$ cat src/rtl/wb_arb_pkg.sv
// Shared types and helpers for the Wishbone round-robin arbiter.
// Holds the FSM encoding and the round-robin pick used by rr_pick.
package wb_arb_pkg;

  typedef enum logic [1:0] {
    IDLE,
    BUSY,
    ABORT
  } arb_state_t;

  localparam int MAX_REQ = 8;
  localparam int IDX_W   = 3;

  // Lowest offset above the pointer wins, with wrap-around over n inputs.
  function automatic logic [MAX_REQ-1:0] rr_onehot(
    input logic [MAX_REQ-1:0] req,
    input logic [IDX_W-1:0]   last,
    input int                 n
  );
    logic [MAX_REQ-1:0] g;
    int idx;
    g = '0;
    for (int i = n; i >= 1; i--) begin
      idx = (int'(last) + i) % n;
      if (req[idx]) begin
        g = '0;
        g[idx] = 1'b1;
      end
    end
    return g;
  endfunction

  function automatic logic [IDX_W-1:0] to_idx(
    input logic [MAX_REQ-1:0] oh
  );
    logic [IDX_W-1:0] r;
    r = '0;
    for (int i = 0; i < MAX_REQ; i++) begin
      if (oh[i]) r = IDX_W'(i);
    end
    return r;
  endfunction

endpackage

$ cat src/rtl/rr_pick.sv
// Combinational round-robin selector: one-hot winner among req,
// scanning upward from the slot after last.
module rr_pick
  import wb_arb_pkg::*;
#(
  parameter int N = 2
) (
  input  logic [N-1:0]     req,
  input  logic [IDX_W-1:0] last,
  output logic [N-1:0]     gnt
);

  logic [MAX_REQ-1:0] req_w;
  logic [MAX_REQ-1:0] gnt_w;

  always_comb begin
    req_w = '0;
    req_w[N-1:0] = req;
  end

  assign gnt_w = rr_onehot(req_w, last, N);
  assign gnt   = gnt_w[N-1:0];

  generate
    if (N < MAX_REQ) begin : g_hi
      logic unused_hi;
      assign unused_hi = |gnt_w[MAX_REQ-1:N];
    end
  endgenerate

endmodule

$ cat src/rtl/wb_rr_arbiter.sv
// Round-robin Wishbone arbiter: one master port shared by NUM_REQ
// requesters, with a no-ack watchdog that aborts stuck bus cycles.
module wb_rr_arbiter
  import wb_arb_pkg::*;
#(
  parameter int NUM_REQ = 2,
  parameter int ADR_W   = 32,
  parameter int DAT_W   = 32,
  parameter int TIMEOUT = 255
) (
  input  logic                     clk,
  input  logic                     rst_n,
  input  logic [NUM_REQ-1:0]       req_cyc_i,
  input  logic [NUM_REQ-1:0]       req_stb_i,
  input  logic [NUM_REQ-1:0]       req_we_i,
  input  logic [NUM_REQ*ADR_W-1:0] req_adr_i,
  input  logic [NUM_REQ*DAT_W-1:0] req_dat_i,
  output logic [NUM_REQ-1:0]       req_ack_o,
  output logic [NUM_REQ-1:0]       req_err_o,
  output logic [DAT_W-1:0]         req_dat_o,
  output logic [NUM_REQ-1:0]       grant_o,
  output logic                     m_cyc_o,
  output logic                     m_stb_o,
  output logic                     m_we_o,
  output logic [ADR_W-1:0]         m_adr_o,
  output logic [DAT_W-1:0]         m_dat_o,
  input  logic                     m_ack_i,
  input  logic [DAT_W-1:0]         m_dat_i,
  output logic                     timeout_o
);

  localparam int CW = (TIMEOUT > 0) ? $clog2(TIMEOUT + 1) : 1;

  arb_state_t         state;
  arb_state_t         state_nx;
  logic [NUM_REQ-1:0] grant;
  logic [NUM_REQ-1:0] pick;
  logic [MAX_REQ-1:0] pick_w;
  logic [IDX_W-1:0]   last;
  logic               err_pend;
  logic               expire;
  logic               g_cyc;
  logic               g_stb;
  logic               g_we;

  rr_pick #(
    .N(NUM_REQ)
  ) u_pick (
    .req  (req_cyc_i),
    .last (last),
    .gnt  (pick)
  );

  always_comb begin
    pick_w = '0;
    pick_w[NUM_REQ-1:0] = pick;
  end

  assign g_cyc = |(grant & req_cyc_i);
  assign g_stb = |(grant & req_stb_i);
  assign g_we  = |(grant & req_we_i);

  generate
    if (TIMEOUT > 0) begin : g_wd
      logic [CW-1:0] cnt;
      always_ff @(posedge clk or negedge rst_n) begin
        if (!rst_n) begin
          cnt <= '0;
        end else if (state != BUSY || m_ack_i) begin
          cnt <= '0;
        end else begin
          cnt <= cnt + 1'b1;
        end
      end
      assign expire = (cnt == CW'(TIMEOUT - 1));
    end else begin : g_nowd
      assign expire = 1'b0;
    end
  endgenerate

  always_ff @(posedge clk or negedge rst_n) begin
    if (!rst_n) begin
      state    <= IDLE;
      grant    <= '0;
      last     <= IDX_W'(NUM_REQ - 1);
      err_pend <= 1'b0;
    end else begin
      state    <= state_nx;
      err_pend <= (state == BUSY) && (state_nx == ABORT);
      if (state == IDLE && state_nx == BUSY) begin
        grant <= pick;
        last  <= to_idx(pick_w);
      end else if (state_nx == IDLE) begin
        grant <= '0;
      end
    end
  end

  // Ack beats an expiry landing on the same cycle.
  always_comb begin
    state_nx = state;
    unique case (state)
      IDLE:    if (|req_cyc_i) state_nx = BUSY;
      BUSY: begin
        if (!g_cyc)                state_nx = IDLE;
        else if (!m_ack_i && expire) state_nx = ABORT;
      end
      ABORT:   if (!g_cyc) state_nx = IDLE;
      default: state_nx = IDLE;
    endcase
  end

  always_comb begin
    m_cyc_o   = 1'b0;
    m_stb_o   = 1'b0;
    m_we_o    = 1'b0;
    req_ack_o = '0;
    req_err_o = '0;
    timeout_o = 1'b0;
    m_adr_o   = '0;
    m_dat_o   = '0;
    for (int k = 0; k < NUM_REQ; k++) begin
      if (grant[k]) begin
        m_adr_o = req_adr_i[k*ADR_W +: ADR_W];
        m_dat_o = req_dat_i[k*DAT_W +: DAT_W];
      end
    end
    unique case (state)
      BUSY: begin
        m_cyc_o   = g_cyc;
        m_stb_o   = g_stb;
        m_we_o    = g_we;
        req_ack_o = grant & {NUM_REQ{m_ack_i}};
      end
      ABORT: begin
        req_err_o = grant & {NUM_REQ{err_pend}};
        timeout_o = err_pend;
      end
      default: ;
    endcase
  end

  assign req_dat_o = m_dat_i;
  assign grant_o   = grant;

endmodule

$ cat config.mk
export PLATFORM = sky130hd
export DESIGN_NAME = wb_rr_arbiter
export DESIGN_NICKNAME = d
export VERILOG_FILES = /design/src/rtl/wb_arb_pkg.sv /design/src/rtl/rr_pick.sv /design/src/rtl/wb_rr_arbiter.sv
export SDC_FILE = /design/constraint.sdc
export NUM_CORES = 1
export LEC_CHECK = 0
export CAP_MARGIN = 30
export CORE_AREA = 8 8 101 103
export DETAILED_ROUTE_END_ITERATION = 10
export DIE_AREA = 0 0 109 111
export GPL_ROUTABILITY_DRIVEN = 0
export PLACE_DENSITY = 0.84
export SKIP_LAST_GASP = 1
export SYNTH_ARGS = -nofsm -noshare
export SYNTH_HDL_FRONTEND = slang
export SYNTH_HIERARCHICAL = 1
export SYNTH_SLANG_ARGS = --single-unit
$ cat constraint.sdc
create_clock -name clk -period 3.7 [get_ports clk]
set_input_delay 0.74 -clock clk [delete_from_list [all_inputs] [get_ports clk]]
set_output_delay 0.74 -clock clk [all_outputs]
set_load 0.005 [all_outputs]
# [After elaboration in Yosys (flattened, before gate mapping)]
# Cells that the tools add are included.
[totals] regBits=14 input_bits=169 output_inout_bits=106 word_cells=70
[classes] add_sub_neg=3 n_lt_le_gt_ge=4 n_eq_ne=6 n_mux=31 n_bitwise=7 reduce_logical=14
[op_table] cell="32-bit two-way mux" n=4
[op_table] cell="2-bit two-way mux" n=10
[op_table] cell="1-bit two-way mux" n=11
[op_table] cell="2-bit AND" n=5
[op_table] cell="2-bit by 5-bit < comparator with 1-bit output (second input constant)" n=2
[op_table] cell="8-bit by 1-bit adder with 8-bit output (second input constant)" n=1
[op_table] cell="8-bit equality test (second input constant)" n=1
[op_table] cell="8-bit two-way mux" n=1
[op_table] cell="2-bit OR reduction" n=4
[op_table] cell="2-bit one-hot mux with 3 select lines" n=1
[op_table] cell="1-bit logical AND" n=5
[op_table] cell="1-bit binary-select mux with 2-bit select" n=2
[op_table] cell="1-bit demux with 2-bit select" n=2
[op_table] cell="2-bit by 1-bit equality test with 1-bit output (second input constant)" n=2
[op_table] cell="2-bit equality test (second input constant)" n=2
[op_table] cell="2-bit by 1-bit >= comparator with 1-bit output (second input constant)" n=2
[op_table] cell="2-bit zero test" n=2
[op_table] cell="1-bit adder (second input constant)" n=2
[op_table] cell="1-bit AND (first input constant)" n=2
[op_table] cell="2-bit by 1-bit inequality test with 1-bit output (second input constant)" n=1
[op_table] cell="2-bit nonzero test" n=1
[op_table] cell="1-bit zero test" n=1
[op_table] cell="1-bit logical OR" n=1

# [Depth between registers and ports, before layout]
[logic_depth] depth_word=9 ltp_mapped=5 ltp_nobuf=5

# [Modules after synthesis]
# The synthesis kept the hierarchy.
[by_module_without_submodules] mod="wb_rr_arbiter" instances=1 cells_each=185 area_each_um2=1580.3
[by_module_without_submodules] mod="rr_pick" instances=1 cells_each=3 area_each_um2=18.8

# [Worst setup path after synthesis]
# No wires, ideal clock.
[synth_path] path_type="input-to-output" startpoint="in req_cyc_i[0]" endpoint="out m_cyc_o" arrival_time_ns=1.181 required_time_ns=2.960 path_slack_ns=1.779 cell_stages=3 path_cell_list="a22oi_1 > nand2b_1 > inv_1"
[synth_via] elab_chain_cells=3
[synth_rtl] element="start: declaration" line_no="wb_rr_arbiter.sv:13" text="input logic [NUM_REQ-1:0] req_cyc_i,"
[synth_rtl] element="2-bit AND" line_no="wb_rr_arbiter.sv:59" text="assign g_cyc = |(grant & req_cyc_i);"
[synth_rtl] element="2-bit OR reduction" line_no="wb_rr_arbiter.sv:59"
[synth_rtl] element="1-bit two-way mux" line_no="wb_rr_arbiter.sv:128" text="unique case (state)"
[synth_rtl] element="end: declaration" line_no="wb_rr_arbiter.sv:22" text="output logic m_cyc_o,"
# Every way passes these cells.

# [Worst setup path in the final report]
[layout_path] startpoint="reg grant[0] (netlist: grant_o[0])" endpoint="out m_dat_o[8]"
[layout_via] elab_chain_cells=2
[layout_rtl] element="start: declaration" line_no="wb_rr_arbiter.sv:36" text="logic [NUM_REQ-1:0] grant;"
[layout_rtl] element="start signal: assignment" line_no="wb_rr_arbiter.sv:91" text="grant <= pick;"
[layout_rtl] element="32-bit two-way mux (2 in a row)" line_no="wb_rr_arbiter.sv:123" text="if (grant[k]) begin"
[layout_rtl] element="end: declaration" line_no="wb_rr_arbiter.sv:26" text="output logic [DAT_W-1:0] m_dat_o,"
# Every way passes these cells.

==> reports/metrics.yaml <==
status:
  outcome: "finished clean"
hold_path:
  hp-start: "g_wd.cnt[0]$_DFF_PN0_"
  whs_path_depth: 1
  hold_class: "flop to flop"
  hold_path_end: "g_wd.cnt[0]$_DFF_PN0_"
critical_path:
  r2r_cells: 5
  path_class: "flop to output port"
  end_kind: "output port"
  cp-start-kind: "flop"
  cp_top_family: "buffers and inverters"
  arrival_ns: 2.27
  path_buf_inv: 2
  r2r-end: "state[0]$_DFF_PN0_"
  slowest_stage: "clkdlybuf4s50_1"
  max_stage_delay_ns: 0.53
  crit_path_max_fanout: 63
  crit_chain: "nor2b_4 > buf_4 > a22o_1 > clkdlybuf4s50_1"
  reg2reg_slack_ns: 2.08
  worstPathRequired_ns: 2.96
  timing.rr.start: "grant_o[1]$_DFFE_PN0P_"
floorplan:
  die_w_um: 109
  ios: 275
  start_util: 0.187
  core-area_um2: 8550
  fp-row-count: 34
  die_h_um: 111
  fp.dieArea_um2: 12100
clock_tree:
  cts_tree: "built"
  clockBufferDepth: 2
  clock-sinks: 14
  cts_hold_buf: 0
  h-tree-depth: 1
  cts_root_buf: "clkbuf_8"
  cts_buffers: 3
  clkLatencyLatePin_ns: 0.24
  cts_setup_buffers: 0
  clkTransAtPathRegs_ns: 0.05
  cts_resized: 0
timing:
  hold_viol: 0
  fin_ws_ns: 0.689
  layout_min_cycle_time_ns: 3.01
  worstMarginPinSlew_ns: 0.718
  slew_viol_final: 0
  setup-violations-final: 0
  setup_tns_ns: 0
  fmax_ghz: 0.332
  rsz0062_at_grt: "false"
  fin_skew_ns: 0.00501
  finalCritPeriodShare: 0.814
  maxSlewHeadroom: 0.522
global_route:
  grt_pass1_wl_um: 13800
  grtUsageTotal: 0.148
  antenna_found_initial: 0
  grt_pass1_vias: 2217
  grt_max_degree: 73
  overflow: 0
power_and_ir_drop:
  clockPowerShare: 0.108
  power_frac_comb: 0.724
  power_frac_seq: 0.168
  power.internal_uw: 795
  switching_power_uw: 384
  irDropWorstVdd_v: 0.000266
  power_density_nw_per_um2: 328
  power_leakage_nw: 1.39
  switching_share: 0.326
routing:
  drc_errors: 0
  wl_met3_um: 881
  drtIter0Drc: 104
  ant_nets: 0
  wl_per_cell_um: 21.7
  vias: 2142
  via_per_inst: 4.63
  wl_met1_um: 3190
  first_pass_iters: 4
  wl_um: 10000
  wl_met2_um: 5880
  routed.top_layer: "met4"
cells_and_area:
  layout-drive-gt1-share: 0.0366
  n_fill_cell: 827
  multi_input_area_um2: 927
  fin_nets: 527
  seqCellArea_um2: 353
  area_growth_pct: 125
  finalNonFillerCells: 463
  antenna_cells: 0
placed_design:
  dp.cells: 459
  pre_cts_slack_ns: 0.740
  io_buffers: 210
  post-dp-hpwl_um: 8850
logic_synthesis:
  avgSynthCellArea_um2: 8.53
  ys_warn_count: 6
  synth.cell_area_um2: 1600
  syn_inst: 187
  syn_nets: 358
flow_run:
  max_cap_viol_count: 0
[layout by cell type (no fill, tap or decap), types with 3 or more instances in the layout]
cell,count
clkdlybuf4s50_1,210
a22o_1,65
dfrtp_1,12
nor2_1,9
inv_1,4
o21ai_0,4
nand2b_1,4
a21oi_1,4
nand3_1,4
nand2_1,4
and3_1,4
a22oi_1,3
clkbuf_8,3
[flip-flops by register name, indices dropped and copies added (netlist names)]
signal,cells
grant_o,2
err_pend,1
g_wd.cnt,8
state,2
last,1
[routing by layer]
layer	global-route usage	up-vias
li1	-	1014
met1	0.138	1009
met2	0.311	110
met3	0.0326	9
met4	0.0219	0
met5	0	-
[stage by stage]
step	hold WS (ns)	power, mW	util	cell area [um2]
final	0.535	1.18	0.420	3590
after global routing	0.564	1.25	0.420	3590
after CTS	0.539	1.20	0.420	3590
after detailed placement	0.533	1.07	0.415	3550
after global placement	0.523	1.05	0.415	3550
after floorplan	0.444	0.537	-	1600
[worst max path at each step]
stage,start,to,slack (ns),cells after the start
2_1_floorplan,req_cyc_i[0],m_cyc_o,1.78,3
3_3_place_gp,req_cyc_i[0],m_cyc_o,0.76,5
3_5_place_dp,req_cyc_i[0],m_cyc_o,0.74,5
4_1_cts,grant_o[0]$_DFFE_PN0P_,m_adr_o[15],0.66,4
5_1_grt,grant_o[1]$_DFFE_PN0P_,m_cyc_o,0.57,5
6_report,grant_o[0]$_DFFE_PN0P_,m_dat_o[8],0.69,4
[power by group through the flow]
| stage | sequential [mW] | clock [mW] | combinational [mW] |
|---|---|---|---|
| 5_1_grt | 0.201 | 0.137 | 0.912 |
| 2_1_floorplan | 0.194 | 0 | 0.343 |
| 3_3_place_gp | 0.199 | 0 | 0.850 |
| 3_5_place_dp | 0.201 | 0 | 0.866 |
| 4_1_cts | 0.198 | 0.130 | 0.868 |
| 6_report | 0.199 | 0.127 | 0.854 |
[cell type report]
class	instances	share of cell area
clock buffer	4	0.0125
sequential	14	0.0982
multi-input combinational	121	0.258
timing repair buffer	212	0.589
tap	108	0.0376
inverter	4	0.00418
[worst register-to-register path, delay by kind of cell (launching register included)]
kind	cells	cell delay (ns)
buffers and inverters	2	0.64
DFF	1	0.38
AOI/OAI and AO/OA	2	0.32
and+or+nand+nor	1	0.23
No activity file was read; power rests on OpenSTA's default activity.
